$ cat config.mk
export PLATFORM = sky130hd
export DESIGN_NAME = breakout_ctrl_flat
export DESIGN_NICKNAME = d
export VERILOG_FILES = /design/src/rtl/breakout_ctrl_if.sv /design/src/rtl/breakout_ctrl.sv /design/src/flat_wrapper.sv
export SDC_FILE = /design/constraint.sdc
export NUM_CORES = 1
export LEC_CHECK = 0
export ABC_AREA = 1
export CORE_AREA = 2 2 125 127
export CTS_CLUSTER_SIZE = 28
export DETAILED_ROUTE_END_ITERATION = 10
export DIE_AREA = 0 0 127 129
export MAX_ROUTING_LAYER = met4
export PLACE_DENSITY = 0.46
export REMOVE_ABC_BUFFERS = 1
export SYNTH_ARGS = -nofsm -noshare
export SYNTH_HDL_FRONTEND = slang
export SYNTH_SLANG_ARGS = --single-unit
$ cat constraint.sdc
create_clock -name clk -period 4.95 [get_ports clk]
set_clock_uncertainty 0.2 [all_clocks]
set_input_delay 1.2375 -clock clk [delete_from_list [all_inputs] [get_ports clk]]
set_output_delay 1.2375 -clock clk [all_outputs]
set_load 0.03 [all_outputs]
$ cat src/rtl/breakout_ctrl_if.sv
// Game-flow bus between the breakout controller and its keypad/graph/display neighbours.
// Carries level inputs (keypad, hit, miss) and registered controller outputs; no handshake or backpressure.
interface breakout_ctrl_if;
  logic        key_ready;
  logic [4:0]  key_code;
  logic        hit;
  logic        miss;
  logic [1:0]  state;
  logic        gra_still;
  logic        launch;
  logic [1:0]  lives;
  logic [15:0] score_bcd;
  logic [31:0] seg_data;

  modport master (
    output key_ready, key_code, hit, miss,
    input  state, gra_still, launch, lives, score_bcd, seg_data
  );

  modport slave (
    input  key_ready, key_code, hit, miss,
    output state, gra_still, launch, lives, score_bcd, seg_data
  );
endinterface

$ cat src/rtl/breakout_ctrl.sv
// Breakout game-flow FSM (NEWGAME/PLAY/NEWBALL/OVER) with saturating BCD score and high score.
// Input edges act on the next clock edge, all outputs registered; no backpressure, inputs are edge-detected levels.
module breakout_ctrl #(
  parameter int         LIVES     = 3,
  parameter int         DELAY     = 100_000_000,
  parameter logic [4:0] START_KEY = 5'h12
) (
  input  logic          clk,
  input  logic          rstn,
  breakout_ctrl_if.slave bus
);

  localparam int TW = $clog2(DELAY + 1);

  typedef enum logic [1:0] {
    NEWGAME = 2'b00,
    PLAY    = 2'b01,
    NEWBALL = 2'b10,
    OVER    = 2'b11
  } state_t;

  state_t        state_q, state_d;
  logic [TW-1:0] timer_q, timer_d;
  logic [1:0]    lives_q, lives_d;
  logic [15:0]   score_q, score_d;
  logic [15:0]   high_q, high_d;
  logic [15:0]   score_inc;
  logic          launch_q, launch_d;
  logic          key_q, hit_q, miss_q;
  logic          start_ev, hit_ev, miss_ev;

  // Per-digit BCD increment that sticks at 9999 instead of wrapping.
  function automatic logic [15:0] bcd_inc(input logic [15:0] v);
    logic [15:0] r;
    logic        carry;
    r     = v;
    carry = 1'b1;
    if (v != 16'h9999) begin
      for (int i = 0; i < 4; i++) begin
        if (carry) begin
          if (r[i*4 +: 4] == 4'd9) begin
            r[i*4 +: 4] = 4'd0;
          end else begin
            r[i*4 +: 4] = r[i*4 +: 4] + 4'd1;
            carry       = 1'b0;
          end
        end
      end
    end
    return r;
  endfunction

  assign start_ev = bus.key_ready & ~key_q & (bus.key_code == START_KEY);
  assign hit_ev   = bus.hit  & ~hit_q;
  assign miss_ev  = bus.miss & ~miss_q;

  always_ff @(posedge clk or negedge rstn) begin
    if (!rstn) begin
      key_q  <= 1'b0;
      hit_q  <= 1'b0;
      miss_q <= 1'b0;
    end else begin
      key_q  <= bus.key_ready;
      hit_q  <= bus.hit;
      miss_q <= bus.miss;
    end
  end

  always_ff @(posedge clk or negedge rstn) begin
    if (!rstn) begin
      state_q  <= NEWGAME;
      timer_q  <= '0;
      lives_q  <= 2'(LIVES);
      score_q  <= '0;
      high_q   <= '0;
      launch_q <= 1'b0;
    end else begin
      state_q  <= state_d;
      timer_q  <= timer_d;
      lives_q  <= lives_d;
      score_q  <= score_d;
      high_q   <= high_d;
      launch_q <= launch_d;
    end
  end

  always_comb begin
    state_d   = state_q;
    lives_d   = lives_q;
    score_d   = score_q;
    high_d    = high_q;
    score_inc = hit_ev ? bcd_inc(score_q) : score_q;
    timer_d   = (timer_q != '0) ? timer_q - TW'(1) : timer_q;

    unique case (state_q)
      NEWGAME: begin
        if (start_ev) begin
          score_d = '0;
          lives_d = 2'(LIVES);
          state_d = PLAY;
        end
      end
      PLAY: begin
        // Score update lands first so a same-cycle miss sees the incremented value.
        score_d = score_inc;
        if (miss_ev) begin
          timer_d = TW'(DELAY);
          if (lives_q > 2'd1) begin
            lives_d = lives_q - 2'd1;
            state_d = NEWBALL;
          end else begin
            lives_d = 2'd0;
            state_d = OVER;
            if (score_inc > high_q) high_d = score_inc;
          end
        end
      end
      NEWBALL: begin
        if (start_ev && timer_q == '0) state_d = PLAY;
      end
      OVER: begin
        if (start_ev && timer_q == '0) state_d = NEWGAME;
      end
      default: state_d = NEWGAME;
    endcase

    launch_d = (state_d == PLAY) && (state_q != PLAY);
  end

  assign bus.state     = state_q;
  assign bus.gra_still = (state_q != PLAY);
  assign bus.launch    = launch_q;
  assign bus.lives     = lives_q;
  assign bus.score_bcd = score_q;
  assign bus.seg_data  = {high_q, score_q};

endmodule

$ cat src/flat_wrapper.sv
// flat-port wrapper written by rule: the top's interface ports become plain ports
module breakout_ctrl_flat 
#(
  parameter int         LIVES     = 3,
  parameter int         DELAY     = 100_000_000,
  parameter logic [4:0] START_KEY = 5'h12
)
  (clk, rstn, bus_key_ready, bus_key_code, bus_hit, bus_miss, bus_state, bus_gra_still, bus_launch, bus_lives, bus_score_bcd, bus_seg_data);
  breakout_ctrl_if bus_i ();
  input  logic clk;
  input  logic rstn;
  input wire logic [$bits(bus_i.key_ready)-1:0] bus_key_ready;
  input wire logic [$bits(bus_i.key_code)-1:0] bus_key_code;
  input wire logic [$bits(bus_i.hit)-1:0] bus_hit;
  input wire logic [$bits(bus_i.miss)-1:0] bus_miss;
  output wire logic [$bits(bus_i.state)-1:0] bus_state;
  output wire logic [$bits(bus_i.gra_still)-1:0] bus_gra_still;
  output wire logic [$bits(bus_i.launch)-1:0] bus_launch;
  output wire logic [$bits(bus_i.lives)-1:0] bus_lives;
  output wire logic [$bits(bus_i.score_bcd)-1:0] bus_score_bcd;
  output wire logic [$bits(bus_i.seg_data)-1:0] bus_seg_data;
  assign bus_i.key_ready = bus_key_ready;
  assign bus_i.key_code = bus_key_code;
  assign bus_i.hit = bus_hit;
  assign bus_i.miss = bus_miss;
  assign bus_state = bus_i.state;
  assign bus_gra_still = bus_i.gra_still;
  assign bus_launch = bus_i.launch;
  assign bus_lives = bus_i.lives;
  assign bus_score_bcd = bus_i.score_bcd;
  assign bus_seg_data = bus_i.seg_data;
  breakout_ctrl #(.LIVES(LIVES), .DELAY(DELAY), .START_KEY(START_KEY)) u_core (.clk(clk), .rstn(rstn), .bus(bus_i));
endmodule
==> impl_metrics.tcl, run 1 <==
set metrics [dict create \
    dp.final_hpwl_um 8864 \
    synth_flop_cell "dfrtp_1" \
    design.core.area_sq_um 14980 \
    slew_headroom_pct 53.47 \
    p_clk_share_pct 23.4 \
    ys_warn_count 0 \
    cts.sinks 67 \
    synthTopCellsByCount "nand2_1, inv_1, nor2_1" \
    synth-seq-cells 67 \
    p_per_area_nw_per_um2 451.8 \
    fin_crit_ns 4.039 \
    yosysTopAreaCell "dfrtp_1" \
    slew_viol_final 0 \
    finalWirelength_um 11750 \
    power_leakage_uw 0.002521 \
    h-tree-depth 3 \
    syn_area_sq_um 4437 \
    crit_path_end_kind "register" \
    num_antenna_cells 0 \
    critPathMaxFanout 16 \
    cts_resized 0 \
    wl_met3_um 374 \
    vias_per_cell 4.622 \
    yosysSeqAreaShare_pct 37.85 \
    cts-root-buf "clkbuf_16" \
    maxCapViolations 0 \
    ios 64 \
    hold_path_class "reg2reg" \
    dr.max_layer_used "met4" \
    finalCritPeriodShare_pct 81.61 \
    num_rows 45 \
    holdWs_ns 0.3044 \
    clk-insertion-delay-late_ns 0.34 \
    synth_edf_count 0 \
    start_kind "primary input" \
    ys_top_cells_by_area "dfrtp_1, nand2_1, ha_1, inv_1, nor2_1" \
    grt_max_degree 40 \
    grt_pass1_wl_um 19950 \
    synth.distinct_cells 37 \
    p_int_uw 1399 \
    globalplace.congestion 0.8914 \
    drive_gt1_share_pct 8.308 \
    drc 0 \
    die_w_um 127 \
    fmax_mhz 247.6 \
    hold_viol 0 \
    fill_cells 1618 \
    yosysTopAreaCellShare_pct 36.66 \
    clk_pin_slew_ns 0.06 \
    p_sw_uw 1035 \
    tightest_slew_ns 0.6979 \
    ant_nets 0 \
    io_buffers 63 \
    setup_tns_ns 0 \
    hold_buffers 0 \
    drtIter0Drc 182 \
    clk_path_buf_depth 2 \
    grt_pass1_vias 3950 \
    power_frac_comb_pct 42.0 \
    synthCells 597 \
    synth.avg_cell_area_sq_um 7.432 \
    first_pass_iters 4 \
    nets 684 \
    dr_wl_met2_um 5860 \
    routed-via-count 3873 \
    p_seq_share_pct 34.6 \
    track_usage_pct 16.04 \
    start_util_pct 29.62 \
    die_h_um 129 \
    ir_drop_mv 0.2881 \
    yosysMostFrequentCell "nand2_1" \
    final-setup-viol-count 0 \
    status "complete, no violations" \
    switching_share_pct 42.51 \
    arrival_ns 4.12 \
    worstPathRequired_ns 5.03 \
    dieArea_sq_um 16380 \
    routedWlPerCell_um 14.02 \
    area_growth_pct 21.43 \
    cts-buffers-inserted 9 \
    tritoncts "built" \
    async_flop_share_pct 100.0 \
    rsz0062_at_grt "no" \
    wl_met1_um 5314 \
    postCtsSetupBuffers 0 \
    antenna_found_initial 0 \
    grt_overflow 0 \
    path_class "in2reg" \
]
worst paths after layout:
kind	cells past startpoint	slack, ns	start	end
worst max-delay path	17	0.91	bus_hit	u_core.high_q[5]$_DFFE_PN0P_
worst min-delay path	2	0.30	u_core.high_q[10]$_DFFE_PN0P_	u_core.high_q[10]$_DFFE_PN0P_
worst max register to register	16	1.52	u_core.bus.score_bcd[5]$_DFFE_PN0P_	u_core.high_q[8]$_DFFE_PN0P_
worst min register to register	2	0.30	u_core.high_q[10]$_DFFE_PN0P_	u_core.high_q[10]$_DFFE_PN0P_
max in group asynchronous	2	2.80	rstn	u_core.bus.lives[1]$_DFFE_PN1P_
min in group asynchronous	1	0.75	rstn	u_core.timer_q[2]$_DFF_PN0_
worst max-delay path, cell delays in order:
cell	delay, ns
clkdlybuf4s50_1	0.48
inv_1	0.07
nor2_4	0.25
inv_1	0.19
nor2_1	0.16
nand3_1	0.09
nand3_1	0.11
inv_1	0.07
ha_1	0.27
nand2_1	0.07
nor2_1	0.15
nand2_1	0.15
inv_1	0.09
nand2_1	0.10
a21oi_4	0.42
nand2_1	0.13
nand2_1	0.08
metrics by stage:
stage | util [%] | cells | power, uW | setup slack [ns] | instance area [sq um]
after floorplan | - | 572 | 1490 | 1.499 | 4262
after global placement | 34.30 | 825 | 1877 | 0.5121 | 5137
after detailed placement | 34.30 | 825 | 1883 | 0.4749 | 5137
after CTS | 35.97 | 838 | 2474 | 0.8336 | 5388
after global routing | 35.97 | 838 | 2618 | 0.6288 | 5388
final | 35.97 | 838 | 2434 | 0.9105 | 5388
cell usage in the layout, fill, tap and decap left out, types with 2 or more instances in the layout:
cell type,netlist,layout
a21oi_1,18,18
buf_4,18,2
clkbuf_1,1,3
clkbuf_16,0,9
clkdlybuf4s50_1,0,62
dfrtp_1,65,65
dfstp_2,2,2
ha_1,26,26
inv_1,73,73
nand2_1,173,173
nand2_2,7,7
nand2_4,2,2
nand3_1,36,36
nand3_2,3,3
nand3_4,2,2
nand4_1,11,11
nor2_1,68,68
nor2_2,4,4
nor2_4,2,2
nor2_8,2,2
nor3_1,8,8
o21ai_0,25,25
o21ai_1,5,5
o21ai_2,7,7
or2_2,6,6
xnor2_1,8,8
xor2_1,10,10
cell families after synthesis:
group | share of synthesized area, %
adders and majority gates | 7.332
AOI/OAI and AO/OA | 7.981
xor gates and xnor gates | 3.553
and+or+nand+nor | 33.08
buffers and inverters | 10.21
DFF | 37.85
power by group through the flow:
stage / Clock, uW / Combinational [uW] / Sequential (uW)
6_report: 570 / 1020 / 842
5_1_grt: 612 / 1140 / 867
4_1_cts: 592 / 1040 / 844
3_5_place_dp: 0 / 1030 / 850
3_3_place_gp: 0 / 1030 / 850
2_1_floorplan: 0 / 515 / 975
layout make-up:
cell class                      count  area [sq um]  area share (%)
Sequential cell                    67          1679           31.17
Inverter                           74         277.8           5.156
Multi-Input combinational cell    431          2305           42.78
Timing Repair Buffer               65         640.6           11.89
Tap cell                          188         235.2           4.366
Clock buffer                       13         250.2           4.645
layer usage:
layer / vias up / global-route usage [%]
li1: 1976 / -
met1: 1818 / 18.60
met2: 64 / 27.70
met3: 15 / 3.867
met4: 0 / 4.719
met5: - / -
sequential cells by signal, indices dropped and copies added, names as in the netlist:
signal / flops
u_core.bus.state: 2
u_core.bus.lives: 2
u_core.key_q: 1
u_core.bus.launch: 1
u_core.high_q: 16
u_core.timer_q: 27
u_core.miss_q: 1
u_core.hit_q: 1
u_core.bus.score_bcd: 16
Note: power is estimated with default switching activity, not from simulation.
==> run 2, diff against run 1 <==
- PLACE_DENSITY: 0.46 -> 0.47
- clock period: 4.95 -> 3.5 ns (I/O delays scaled with it)
==> run 2 against run 1 <==
Net effect:
- sequential power increased by 41%
- non-clock buffer count increased by 36
- via count increased by 3.1%
- worst setup slack got worse by 0.72 ns
- utilization increased by 2.8 points
- final area increased by 7.7%
- largest cell class unchanged
- largest power group unchanged
- highest routed layer unchanged
==> impl_metrics.tcl, run 2 (synthesis gave the netlist of run 1 again) <==
set metrics [dict create \
    status "complete, no violations" \
    drive_gt1_share_pct 15.38 \
    nets 720 \
    first_pass_iters 4 \
    worst_slack_ns 0.1875 \
    hold_buffers 0 \
    slew_viol_final 0 \
    vias_per_cell 4.552 \
    start_kind "primary input" \
    clk-insertion-delay-late_ns 0.34 \
    r2r_cells 19 \
    track_usage_pct 16.14 \
    globalplace.congestion 0.8476 \
    path_class "in2reg" \
    grt_overflow 0 \
    grt_max_degree 42 \
    design.core.area_sq_um 14980 \
    r2r_start "u_core.bus.score_bcd[1]$_DFFE_PN0P_" \
    holdWs_ns 0.3077 \
    maxCapViolations 0 \
    dp.final_hpwl_um 9088 \
    min_to "u_core.high_q[7]$_DFFE_PN0P_" \
    drc 0 \
    cts-buffers-inserted 9 \
    fin_crit_ns 3.313 \
    arrival_ns 3.39 \
    place_area_sq_um 5403 \
    routed-via-count 3992 \
    cts-root-buf "clkbuf_16" \
    largest_reg_flops 27 \
    drtIter0Drc 161 \
    die_h_um 129 \
    hold_viol 0 \
    whs_path_depth 2 \
    mostFrequentLayoutCell "nand2_1" \
    r2r_setup_slack_ns 0.41 \
    clk_pin_slew_ns 0.06 \
    p_per_area_nw_per_um2 654.1 \
    routedWlPerCell_um 13.61 \
    die_w_um 127 \
    area_growth_pct 30.80 \
    timing.rr.end "u_core.high_q[3]$_DFFE_PN0P_" \
    largest_register "u_core.timer_q" \
    num_rows 45 \
    pre_cts_ws_ns -0.1498 \
    holdCritStartpoint "u_core.high_q[7]$_DFFE_PN0P_" \
    antenna_found_initial 0 \
    tightest_slew_ns 0.9407 \
    grt_pass1_vias 4146 \
    final-setup-viol-count 0 \
    cts.sinks 67 \
    grt_pass1_wl_um 20380 \
    slew_headroom_pct 37.29 \
    num_antenna_cells 0 \
    utilization_pct 38.75 \
    crit_path_end_kind "register" \
    finalCritPeriodShare_pct 94.64 \
    ant_nets 0 \
    h-tree-depth 3 \
    ir_drop_mv 0.3127 \
    tritoncts "built" \
    postLayoutCellArea_sq_um 5803 \
    critPathMaxFanout 8 \
    layout_common_cells "nand2_1, inv_1, dfrtp_1, nor2_1, clkdlybuf4s50_1" \
    clk_path_buf_depth 2 \
    power_leakage_uw 0.002758 \
    ios 64 \
    dieArea_sq_um 16380 \
    fmax_mhz 301.9 \
    io_buffers 63 \
    finalWirelength_um 11930 \
    worstPathRequired_ns 3.58 \
    start_util_pct 29.62 \
    hold_path_class "reg2reg" \
]
run 2: stage by stage:
step           setup TNS (ns)  power [uW]  instances
6_report                    0        3796        877
5_1_grt             -0.006297        4074        877
4_1_cts                     0        3792        873
3_5_place_dp           -2.338        2741        857
3_3_place_gp           -1.530        2735        857
2_1_floorplan               0        2108        572
run 2: worst max-delay path by stage:
stage	start	endpoint	slack (ns)
floorplan	u_core.bus.score_bcd[4]$_DFFE_PN0P_	u_core.high_q[0]$_DFFE_PN0P_	0.29
global placement	bus_hit	u_core.high_q[4]$_DFFE_PN0P_	-0.1
detailed placement	bus_hit	u_core.high_q[15]$_DFFE_PN0P_	-0.15
CTS	bus_hit	u_core.high_q[15]$_DFFE_PN0P_	0.20
global route	bus_hit	u_core.high_q[5]$_DFFE_PN0P_	-0.005
finish	bus_hit	u_core.high_q[3]$_DFFE_PN0P_	0.19
run 2: report_power, final:
part | switching [uW] | total [uW] | internal [uW]
sequential | 233 | 1190 | 958
clock | 366 | 1030 | 665
combinational | 941 | 1570 | 632
run 2: worst max-delay path, cell delays in order:
cell and delay, ns:
clkdlybuf4s50_1 0.50, inv_2 0.05, nor2_4 0.23, buf_4 0.18, nand3_2 0.12, nand2_1 0.10, o21ai_2 0.06, ha_1 0.29
a21oi_1 0.17, o21ai_0 0.12, a21oi_2 0.12, buf_4 0.14, nand2_1 0.06, nand2_2 0.12, buf_12 0.13, nand2_1 0.05
nand2_1 0.06
run 2: layout make-up:
class	instances	area (sq um)
fill	1601	9174
multi-input combinational	431	2330
sequential	67	1679
timing repair buffer	101	943.4
inverter	74	277.8
clock buffer	11	252.7
tap	188	235.2
clock inverter	5	85.08
run 2: what timing repair did:
action	4_1_cts	5_1_grt
buffers inserted	0	4
endpoints found under the setup margin	0	16
resized for setup	0	12
run 2: metal layers:
| metal | track usage (%) | vias to the layer above | share of wire (%) |
|---|---|---|---|
| li1 | - | 2058 | - |
| met1 | 20.31 | 1850 | 48 |
| met2 | 26.79 | 67 | 47 |
| met3 | 2.121 | 17 | 3.2 |
| met4 | 5.753 | 0 | 1.9 |
| met5 | - | - | 0 |
==> run 3, diff against run 2 <==
- CELL_PAD_IN_SITES_DETAIL_PLACEMENT: unset -> 1
- CELL_PAD_IN_SITES_GLOBAL_PLACEMENT: unset -> 2
- CORE_AREA: 2 2 125 127 -> 2 2 129 131
- DIE_AREA: 0 0 127 129 -> 0 0 131 133
- PLACE_DENSITY: 0.47 -> 0.72
==> run 3 against run 2 <==
Net effect:
- sequential share of layout area up 0.30 points
- die area up 6.3%
- global-route usage up 0.77 points
- worst setup slack better by 0.016 ns
- critical path depth unchanged
- final area down 1.0%
- critical path type unchanged
- highest routed layer unchanged
==> impl_metrics.tcl, run 3 (synthesis gave the netlist of run 1 again) <==
set metrics [dict create \
    largest_register "u_core.timer_q" \
    vias_per_cell 4.558 \
    routed-via-count 4143 \
    routedWlPerCell_um 14.69 \
    design.core.area_sq_um 16170 \
    fmax_mhz 303.4 \
    ir_drop_mv 0.2051 \
    ant_nets 0 \
    totalPowerFinal_uw 3616 \
    slew_viol_final 0 \
    antenna_found_initial 0 \
    grt_pass1_wl_um 22350 \
    die_h_um 133 \
    critPathMaxFanout 16 \
    drc 0 \
    r2r_setup_slack_ns 0.31 \
    grt_pass1_vias 4434 \
    crit_path_end_kind "register" \
    rsz0062_at_grt "no" \
    worstPathRequired_ns 3.57 \
    tightest_slew_ns 0.4696 \
    clk_pin_slew_ns 0.06 \
    slew_headroom_pct 68.66 \
    h-tree-depth 3 \
    switching_share_pct 42.85 \
    nets 720 \
    grt_max_degree 29 \
    maxCapViolations 0 \
    p_int_uw 2067 \
    finalWirelength_um 13360 \
    num_rows 47 \
    ios 64 \
    fin_crit_ns 3.296 \
    finalCritPeriodShare_pct 94.18 \
    num_antenna_cells 0 \
    power_leakage_uw 0.002719 \
    dieArea_sq_um 17420 \
    p_per_area_nw_per_um2 629.6 \
    grt_overflow 0 \
    start_kind "primary input" \
    layout_common_cells "nand2_1, inv_1, nor2_1, dfrtp_1, clkdlybuf4s50_1" \
    hold_buffers 0 \
    hold_path_class "in2async" \
    place_inst 890 \
    tritoncts "built" \
    start_util_pct 27.44 \
    drtIter0Drc 158 \
    area_growth_pct 29.47 \
    largest_reg_flops 27 \
    dp.final_hpwl_um 10590 \
    holdWs_ns 0.2536 \
    clk_path_buf_depth 2 \
    path_class "in2reg" \
    drive_gt1_share_pct 14.08 \
    mostFrequentLayoutCell "nand2_1" \
    hold_viol 0 \
    clk-insertion-delay-late_ns 0.34 \
    cts.sinks 67 \
    cts-root-buf "clkbuf_16" \
    p_clk_share_pct 22.6 \
    power_frac_comb_pct 44.6 \
    track_usage_pct 16.92 \
    die_w_um 131 \
    arrival_ns 3.37 \
    p_sw_uw 1549 \
    first_pass_iters 4 \
    io_buffers 63 \
    post_layout_nonfiller_instances 909 \
    final-setup-viol-count 0 \
    globalplace.congestion 0.8261 \
    status "complete, no violations" \
    cts-buffers-inserted 9 \
    p_seq_share_pct 32.8 \
]
==> run 3: cell types whose count changed in the layout (fill, tap and decap cells not counted), moves of 3 or more <==
cell and delta:
clkbuf_1 +4, nor2_2 -4, clkinv_2 +3, nor2_1 +3
==> run 3: layout make-up <==
| cell class | instances | area [sq um] |
|---|---|---|
| Clock inverter | 3 | 15.01 |
| Multi-Input combinational cell | 431 | 2322 |
| Clock buffer | 13 | 240.2 |
| Fill cell | 1994 | 10430 |
| Sequential cell | 67 | 1679 |
| Inverter | 74 | 277.8 |
| Timing Repair Buffer | 101 | 934.6 |
| Tap cell | 220 | 275.3 |
==> run 3: timing repair <==
| item | in CTS | in global routing |
|---|---|---|
| buffers inserted | 0 | 3 |
| setup endpoints to repair | 0 | 16 |
| gates resized for setup | 0 | 9 |
==> run 3: through the flow <==
| step | setup TNS [ns] | cell area [sq um] | worst slack (ns) | util, % |
|---|---|---|---|---|
| 6_report | 0 | 5744 | 0.2036 | 35.52 |
| 5_1_grt | 0 | 5744 | 0.007117 | 35.52 |
| 4_1_cts | 0 | 5693 | 0.08646 | 35.20 |
| 3_5_place_dp | -3.956 | 5438 | -0.2646 | 33.62 |
| 3_3_place_gp | -2.714 | 5438 | -0.1739 | 33.62 |
| 2_1_floorplan | 0 | 4262 | 0.2943 | - |
==> run 3: final timing paths <==
| path | startpoint | to | cells past startpoint |
|---|---|---|---|
| min in group clk | u_core.high_q[2]$_DFFE_PN0P_ | u_core.high_q[2]$_DFFE_PN0P_ | 2 |
| hold reg to reg | u_core.high_q[2]$_DFFE_PN0P_ | u_core.high_q[2]$_DFFE_PN0P_ | 2 |
| setup reg to reg | u_core.bus.score_bcd[1]$_DFFE_PN0P_ | u_core.high_q[14]$_DFFE_PN0P_ | 20 |
| max in group asynchronous | rstn | u_core.bus.lives[0]$_DFFE_PN1P_ | 2 |
| hold / removal | rstn | u_core.timer_q[0]$_DFF_PN0_ | 1 |
| setup / recovery | bus_hit | u_core.high_q[14]$_DFFE_PN0P_ | 17 |
==> run 3: worst max-delay path, cell delays in order <==
cell	delay [ns]
clkdlybuf4s50_1	0.47
inv_1	0.07
nor2_4	0.21
buf_6	0.16
nand3_4	0.10
nand2_1	0.09
nand2_2	0.06
ha_1	0.29
nand2_1	0.09
nor2_4	0.14
nand4_1	0.15
o21ai_2	0.24
inv_1	0.07
nand2_2	0.09
buf_12	0.14
nand2_1	0.05
nand2_1	0.07
==> run 3: power by group through the flow <==
stage          logic, uW  registers, uW  clock network, uW
2_1_floorplan        729           1380                  0
3_3_place_gp        1560           1190                  0
3_5_place_dp        1600           1200                  0
4_1_cts             1600           1190                846
5_1_grt             1790           1220                869
6_report            1610           1190                817
==> run 3: metal layers <==
layer  global-route usage, %  share of wire [%]  vias to the layer above
met3                   2.264                2.7                       15
met5                       -                  0                        -
met4                   5.969                1.7                        0
met2                   26.48                 47                       62
li1                        -                  -                     2050
met1                   22.35                 49                     2016
